## config.mk

```make
export PLATFORM = sky130hd
export DESIGN_NAME = reg_file_scoreboard
export DESIGN_NICKNAME = d
export VERILOG_FILES = /design/src/rtl/rf_pkg.sv /design/src/rtl/rf_read_port.sv /design/src/rtl/reg_file_scoreboard.sv
export SDC_FILE = /design/constraint.sdc
export NUM_CORES = 2
export LEC_CHECK = 0
export CORE_ASPECT_RATIO = 1.1
export CORE_UTILIZATION = 55
export DETAILED_ROUTE_END_ITERATION = 7
export DONT_BUFFER_PORTS = 1
export GPL_TIMING_DRIVEN = 0
export HOLD_SLACK_MARGIN = 0.12
export PLACE_DENSITY = 0.7
export SLEW_MARGIN = 20
export SYNTH_ARGS = -nofsm -noshare
export SYNTH_HDL_FRONTEND = slang
export SYNTH_SLANG_ARGS = --single-unit
export TNS_END_PERCENT = 5
```

## constraint.sdc

```tcl
create_clock -name clk -period 58.3 [get_ports clk]
set_clock_uncertainty 0.2 [all_clocks]
set_input_delay 2.915 -clock clk [delete_from_list [all_inputs] [get_ports clk]]
set_output_delay 2.915 -clock clk [all_outputs]
set_load 0.01 [all_outputs]
```

## src/rtl/rf_pkg.sv

```systemverilog
// Shared helpers for the register-file scoreboard: depth limits, busy-vector popcount
// and slice macros for the flattened multi-port buses.
`ifndef RF_PKG_SV
`define RF_PKG_SV

`define RF_SLICE(bus, k, w) bus[(k)*(w) +: (w)]

package rf_pkg;

    localparam int ADDR_W_MAX = 8;
    localparam int DEPTH_MAX  = 2**ADDR_W_MAX;
    localparam int DEPTH      = 2**5;

    function automatic int depthOf(input int addrW);
        return 2**addrW;
    endfunction

    // Callers zero-extend their busy vector to DEPTH_MAX bits.
    function automatic logic [ADDR_W_MAX:0] popcount(input logic [DEPTH_MAX-1:0] v);
        logic [ADDR_W_MAX:0] n;
        n = '0;
        for (int i = 0; i < DEPTH_MAX; i++)
            n = n + {{ADDR_W_MAX{1'b0}}, v[i]};
        return n;
    endfunction

endpackage

`endif

```

## src/rtl/rf_read_port.sv

```systemverilog
// One combinational read port: zero-register override, write bypass, busy masking.
module rf_read_port
    import rf_pkg::*;
#(
    parameter int DATA_W   = 32,
    parameter int ADDR_W   = 5,
    parameter int ZERO_REG = 1,
    parameter int BYPASS   = 1
) (
    input  logic [ADDR_W-1:0] addr,
    input  logic [DATA_W-1:0] regData,
    input  logic              busyBit,
    input  logic              writeEnable,
    input  logic [ADDR_W-1:0] writeReg,
    input  logic [DATA_W-1:0] writeData,
    output logic [DATA_W-1:0] data,
    output logic              busy
);

    logic isZero;
    logic hit;

    assign isZero = (ZERO_REG != 0) && (addr == '0);
    assign hit    = (BYPASS != 0) && writeEnable && (writeReg == addr);

    always_comb begin
        data = regData;
        busy = busyBit;
        if (isZero) begin
            data = '0;
            busy = 1'b0;
        end else if (hit) begin
            data = writeData;
            busy = 1'b0;
        end
    end

endmodule

```

## src/rtl/reg_file_scoreboard.sv

```systemverilog
// Register file with per-register busy scoreboard, reserve/ack issue handshake and flush.
module reg_file_scoreboard
    import rf_pkg::*;
#(
    parameter int DATA_W   = 32,
    parameter int ADDR_W   = 5,
    parameter int N_READ   = 2,
    parameter int ZERO_REG = 1,
    parameter int BYPASS   = 1
) (
    input  logic                     clk,
    input  logic                     reset,
    input  logic [N_READ*ADDR_W-1:0] readAddr,
    output logic [N_READ*DATA_W-1:0] readData,
    output logic [N_READ-1:0]        readBusy,
    input  logic                     writeEnable,
    input  logic [ADDR_W-1:0]        writeReg,
    input  logic [DATA_W-1:0]        writeData,
    input  logic                     reserveEnable,
    input  logic [ADDR_W-1:0]        reserveReg,
    output logic                     reserveAck,
    input  logic                     flush,
    output logic [ADDR_W:0]          busyCount
);

    localparam int NREGS = depthOf(ADDR_W);

    logic [DATA_W-1:0]    regs [NREGS];
    logic [NREGS-1:0]     busy;
    logic [NREGS-1:0]     effBusy;
    logic [NREGS-1:0]     busyNext;
    logic [DEPTH_MAX-1:0] busyWide;
    logic                 writeZero;

    assign writeZero = (ZERO_REG != 0) && (writeReg == '0);

    // A write in flight releases its register for this cycle's consumers and issuers.
    always_comb begin
        for (int r = 0; r < NREGS; r++)
            effBusy[r] = busy[r] && !((BYPASS != 0) && writeEnable && (writeReg == ADDR_W'(r)));
        if (ZERO_REG != 0)
            effBusy[0] = 1'b0;
    end

    assign reserveAck = reserveEnable && !flush && !effBusy[reserveReg];

    // Order matters: write clears, then a granted reserve re-marks the same register.
    always_comb begin
        busyNext = busy;
        if (writeEnable)
            busyNext[writeReg] = 1'b0;
        if (flush)
            busyNext = '0;
        else if (reserveAck)
            busyNext[reserveReg] = 1'b1;
        if (ZERO_REG != 0)
            busyNext[0] = 1'b0;
    end

    always_comb begin
        busyWide = '0;
        busyWide[NREGS-1:0] = busyNext;
    end

    always_ff @(posedge clk or posedge reset) begin
        if (reset) begin
            for (int r = 0; r < NREGS; r++)
                regs[r] <= '0;
            busy      <= '0;
            busyCount <= '0;
        end else begin
            if (writeEnable && !writeZero)
                regs[writeReg] <= writeData;
            busy      <= busyNext;
            busyCount <= (ADDR_W+1)'(popcount(busyWide));
        end
    end

    for (genvar k = 0; k < N_READ; k++) begin : gRead
        logic [ADDR_W-1:0] a;
        assign a = `RF_SLICE(readAddr, k, ADDR_W);

        rf_read_port #(
            .DATA_W  (DATA_W),
            .ADDR_W  (ADDR_W),
            .ZERO_REG(ZERO_REG),
            .BYPASS  (BYPASS)
        ) uPort (
            .addr       (a),
            .regData    (regs[a]),
            .busyBit    (busy[a]),
            .writeEnable(writeEnable),
            .writeReg   (writeReg),
            .writeData  (writeData),
            .data       (`RF_SLICE(readData, k, DATA_W)),
            .busy       (readBusy[k])
        );
    end

endmodule

```

==> flow_summary.ini <==
[outcome]
run_status = finished, final reports clean

[detailed_routing]
via_per_inst = 7.63
wl_per_cell_um = 42.6
ant_nets = 0
vias = 43900
wirelength_met1_mm = 80.9
drtPass1Iterations = 7
dr_wl_met2_mm = 102
top_layer_used = met5
route.met3.wl_mm = 38.5
drc = 0
drt_iter0_markers = 6746
wirelength_mm = 245

[critical_path]
r2r_setup_slack_ns = 51.40
worstSetupPathType = in -> out
cp.required_ns = 55.18
crit_slowest_cell = clkbuf_1
worstPathArrival_ns = 7.32
crit_fanout = 10
start_kind = primary input
crit_buf_inv = 5
critPathTopFamily = buffers and inverters
crit_chain = clkbuf_1, clkbuf_1, buf_2, buf_2, clkbuf_1, mux4_2, a221oi_1, o22ai_1
slowest_delay_ns = 0.88
path_common_cell = clkbuf_1
crit_path_end_kind = primary output

[power]
totalPowerFinal_w = 0.00224
ir_drop_v = 0.0000231
leakagePower_nw = 28.3
power_density_nw_per_um2 = 34.5

[timing]
finalHoldViolCount = 0
setup_viol = 0
maxSlewViolCount = 0
rsz0062_at_grt = false
fin_crit_sh_pct = 17.9
fmax_mhz = 95.8
finalCriticalPeriod_ns = 10.44
worst_pin_slew_ns = 1.33
tns_ns = 0
slew-limit-headroom_pct = 11.1

[place]
buffer_ports.inserted = 0
gp_congestion = 1.01
dp_hpwl_mm = 160

[cts]
cts_root_buffer = clkbuf_16
cts.clk_slew.worst_paths_ns = 0.06
insertion_delay_ns = 0.73
htreeDepth = 3
cts-resized-gates = 0
clockBufferDepth = 3
cts_tree = done
cts-buffers-inserted = 115
post_cts.repair.setup_buffers = 0
cts_hold_buf = 0
cts.sinks = 1061

[synthesis]
yosysSeqAreaShare_pct = 45.3
synth-edff-count = 0
synthArstFlopShare_pct = 100
ys_seq_elements = 1061
synth_nets = 4209
synth.distinct_cells = 71
yosysWarnings = 0
synthCells = 4122
ys.flop_type = dfrtp_1
syn_avg_cell_area_um2 = 14.2
synthesis.area_um2 = 58600

[global_routing]
grt_pass1_vias = 42900
antenna_found_initial = 10
grt_max_degree = 106
grt_pass1_wl_mm = 337
grt_usage_pct = 45.7
grt.overflow.total = 0

[job]
maxCapViolations = 0

[floorplan]
die_x_um = 313
rows = 125
core_um2 = 106000
ios = 130
initial_core_util_pct = 55.5
dieHeight_um = 344
dieArea_um2 = 108000

[finish]
area_growth_pct = 10.8
multi_input_area_um2 = 30100
n_fill_cell = 8157
layout-drive-gt1-share_pct = 44.1
nets = 4345
regArea_um2 = 26600

[worst_hold_path]
min-delay-path-class = reg -> reg
cell families after synthesis:
logic type                 synth area share (%)
buffers and inverters                      3.42
muxes                                      42.1
and+or+nand+nor                            3.69
DFF                                        45.3
AOI/OAI and AO/OA                          4.34
adders and majority gates                 0.935
xor gates and xnor gates                  0.194
area by class of cell:
cell class                      instances  area share, %
Multi-Input combinational cell       2574           46.3
Sequential cell                      1061           40.9
Clock buffer                          156           5.07
Buffer                                458           3.11
Tap cell                             1397           2.69
Clock inverter                         58           1.01
Timing Repair Buffer                   19          0.694
Inverter                               29          0.179
Antenna cell                            5         0.0193
registers in the layout, indices dropped and copies added, names as in the netlist:
register and cells:
regs 1024, busy 31, busyCount 6
layer usage:
layer	GRT usage, %	vias to the layer above
met5	0.830	-
met2	64.1	3881
met1	54.4	22800
li1	-	16100
met3	20.9	1155
met4	36.3	16
final timing paths:
kind	depth (start not counted)	end	from
setup reg to reg	21	busyCount[4]	busy[21]
max in group asynchronous	4	regs[66]	reset
hold / removal	1	regs[1017]	regs[1017]
min in group asynchronous	1	regs[343]	reset
hold reg to reg	1	regs[1017]	regs[1017]
setup / recovery	8	readData[32]	readAddr[6]
Yosys cell counts, types with 4 or more instances:
cell type  instances  area, um^2
a211oi_1          12        90.1
a21o_1             4        30.0
a21oi_1           21         105
a221oi_1         115        1010
a22oi_1           44         330
a31o_1             9        78.8
a31oi_1           12        75.1
and2_1             7        43.8
and3_1             9        56.3
buf_1             74         278
buf_2             82         410
buf_4             19         143
clkbuf_1         283        1060
dfrtp_1         1061       26600
fa_1              23         460
ha_1               7        87.6
inv_1             26        97.6
mux2_2           974       11000
mux2i_1          242        2420
mux4_2           502       11300
nand2_1          188         706
nand2b_1          15        93.8
nand3_1            6        30.0
nand4_1            4        25.0
nor2_1           166         623
nor2b_1           19         119
nor3_1            24         120
nor3b_1            7        52.6
nor4_1             6        37.5
o2111ai_1          9        78.8
o211ai_1           4        30.0
o21ai_0           42         210
o22ai_1           28         175
o2bb2ai_1          4        35.0
o31ai_1            5        37.5
xnor2_1            5        43.8
xor2_1             8        70.1
worst reg2reg max path: stages, from the launching register on:
cell,delay [ns]
dfrtp_1,0.52
nand2b_1,0.15
a21oi_1,0.05
o2111a_1,0.24
a2111o_1,0.49
a311oi_4,0.46
buf_2,0.32
a31oi_1,0.14
fa_1,0.65
fa_1,0.46
fa_1,0.53
fa_1,0.44
fa_1,0.49
inv_1,0.05
fa_1,0.44
fa_1,0.39
inv_1,0.09
fa_1,0.21
inv_1,0.05
a21o_1,0.16
a21oi_1,0.16
xnor2_1,0.13
cells in the final DEF (no fill, tap or decap), types with 7 or more instances in the layout:
master     synthesis  layout
dfrtp_1         1061    1061
mux2_2           974     974
mux4_2           502     502
mux2i_1          242     242
clkbuf_1         283     233
nand2_1          188     188
nor2_1           166     163
buf_2             82     117
clkbuf_16          0     117
a221oi_1         115     115
clkbuf_2           0      67
a22oi_1           44      44
o21ai_0           42      42
buf_1             74      39
clkinv_2           0      36
o22ai_1           28      28
inv_1             26      25
fa_1              23      23
nor3_1            24      22
clkbuf_8           0      22
buf_4             19      21
a21oi_1           21      21
nor2b_1           19      19
nand2b_1          15      15
buf_16             0      14
bufinv_16          0      13
a31oi_1           12      12
a211oi_1          12      12
o2111ai_1          9       9
a31o_1             9       9
and3_1             9       9
xor2_1             8       8
and2_1             7       7
nor3b_1            7       7
ha_1               7       7
through the flow:
stage	utilization [%]	worst slack [ns]	area, um^2	hold slack (ns)	instances
floorplan	-	25.32	58600	0.241	4122
global placement	57.2	13.15	60400	0.253	5519
detailed placement	57.7	48.04	61000	0.267	5538
CTS	61.5	48.14	64900	0.281	5752
global route	61.5	48.00	64900	0.298	5753
finish	61.5	47.86	64900	0.280	5757
power by group:
part           switching, W  leakage, nW  internal (W)  total, W
logic              0.000223         12.7      0.000259  0.000482
clock network      0.000332         1.97      0.000452  0.000784
registers          0.000104         13.7      0.000872  0.000975
total              0.000659         28.3       0.00158   0.00224
Note: power is estimated with default switching activity, not from simulation.
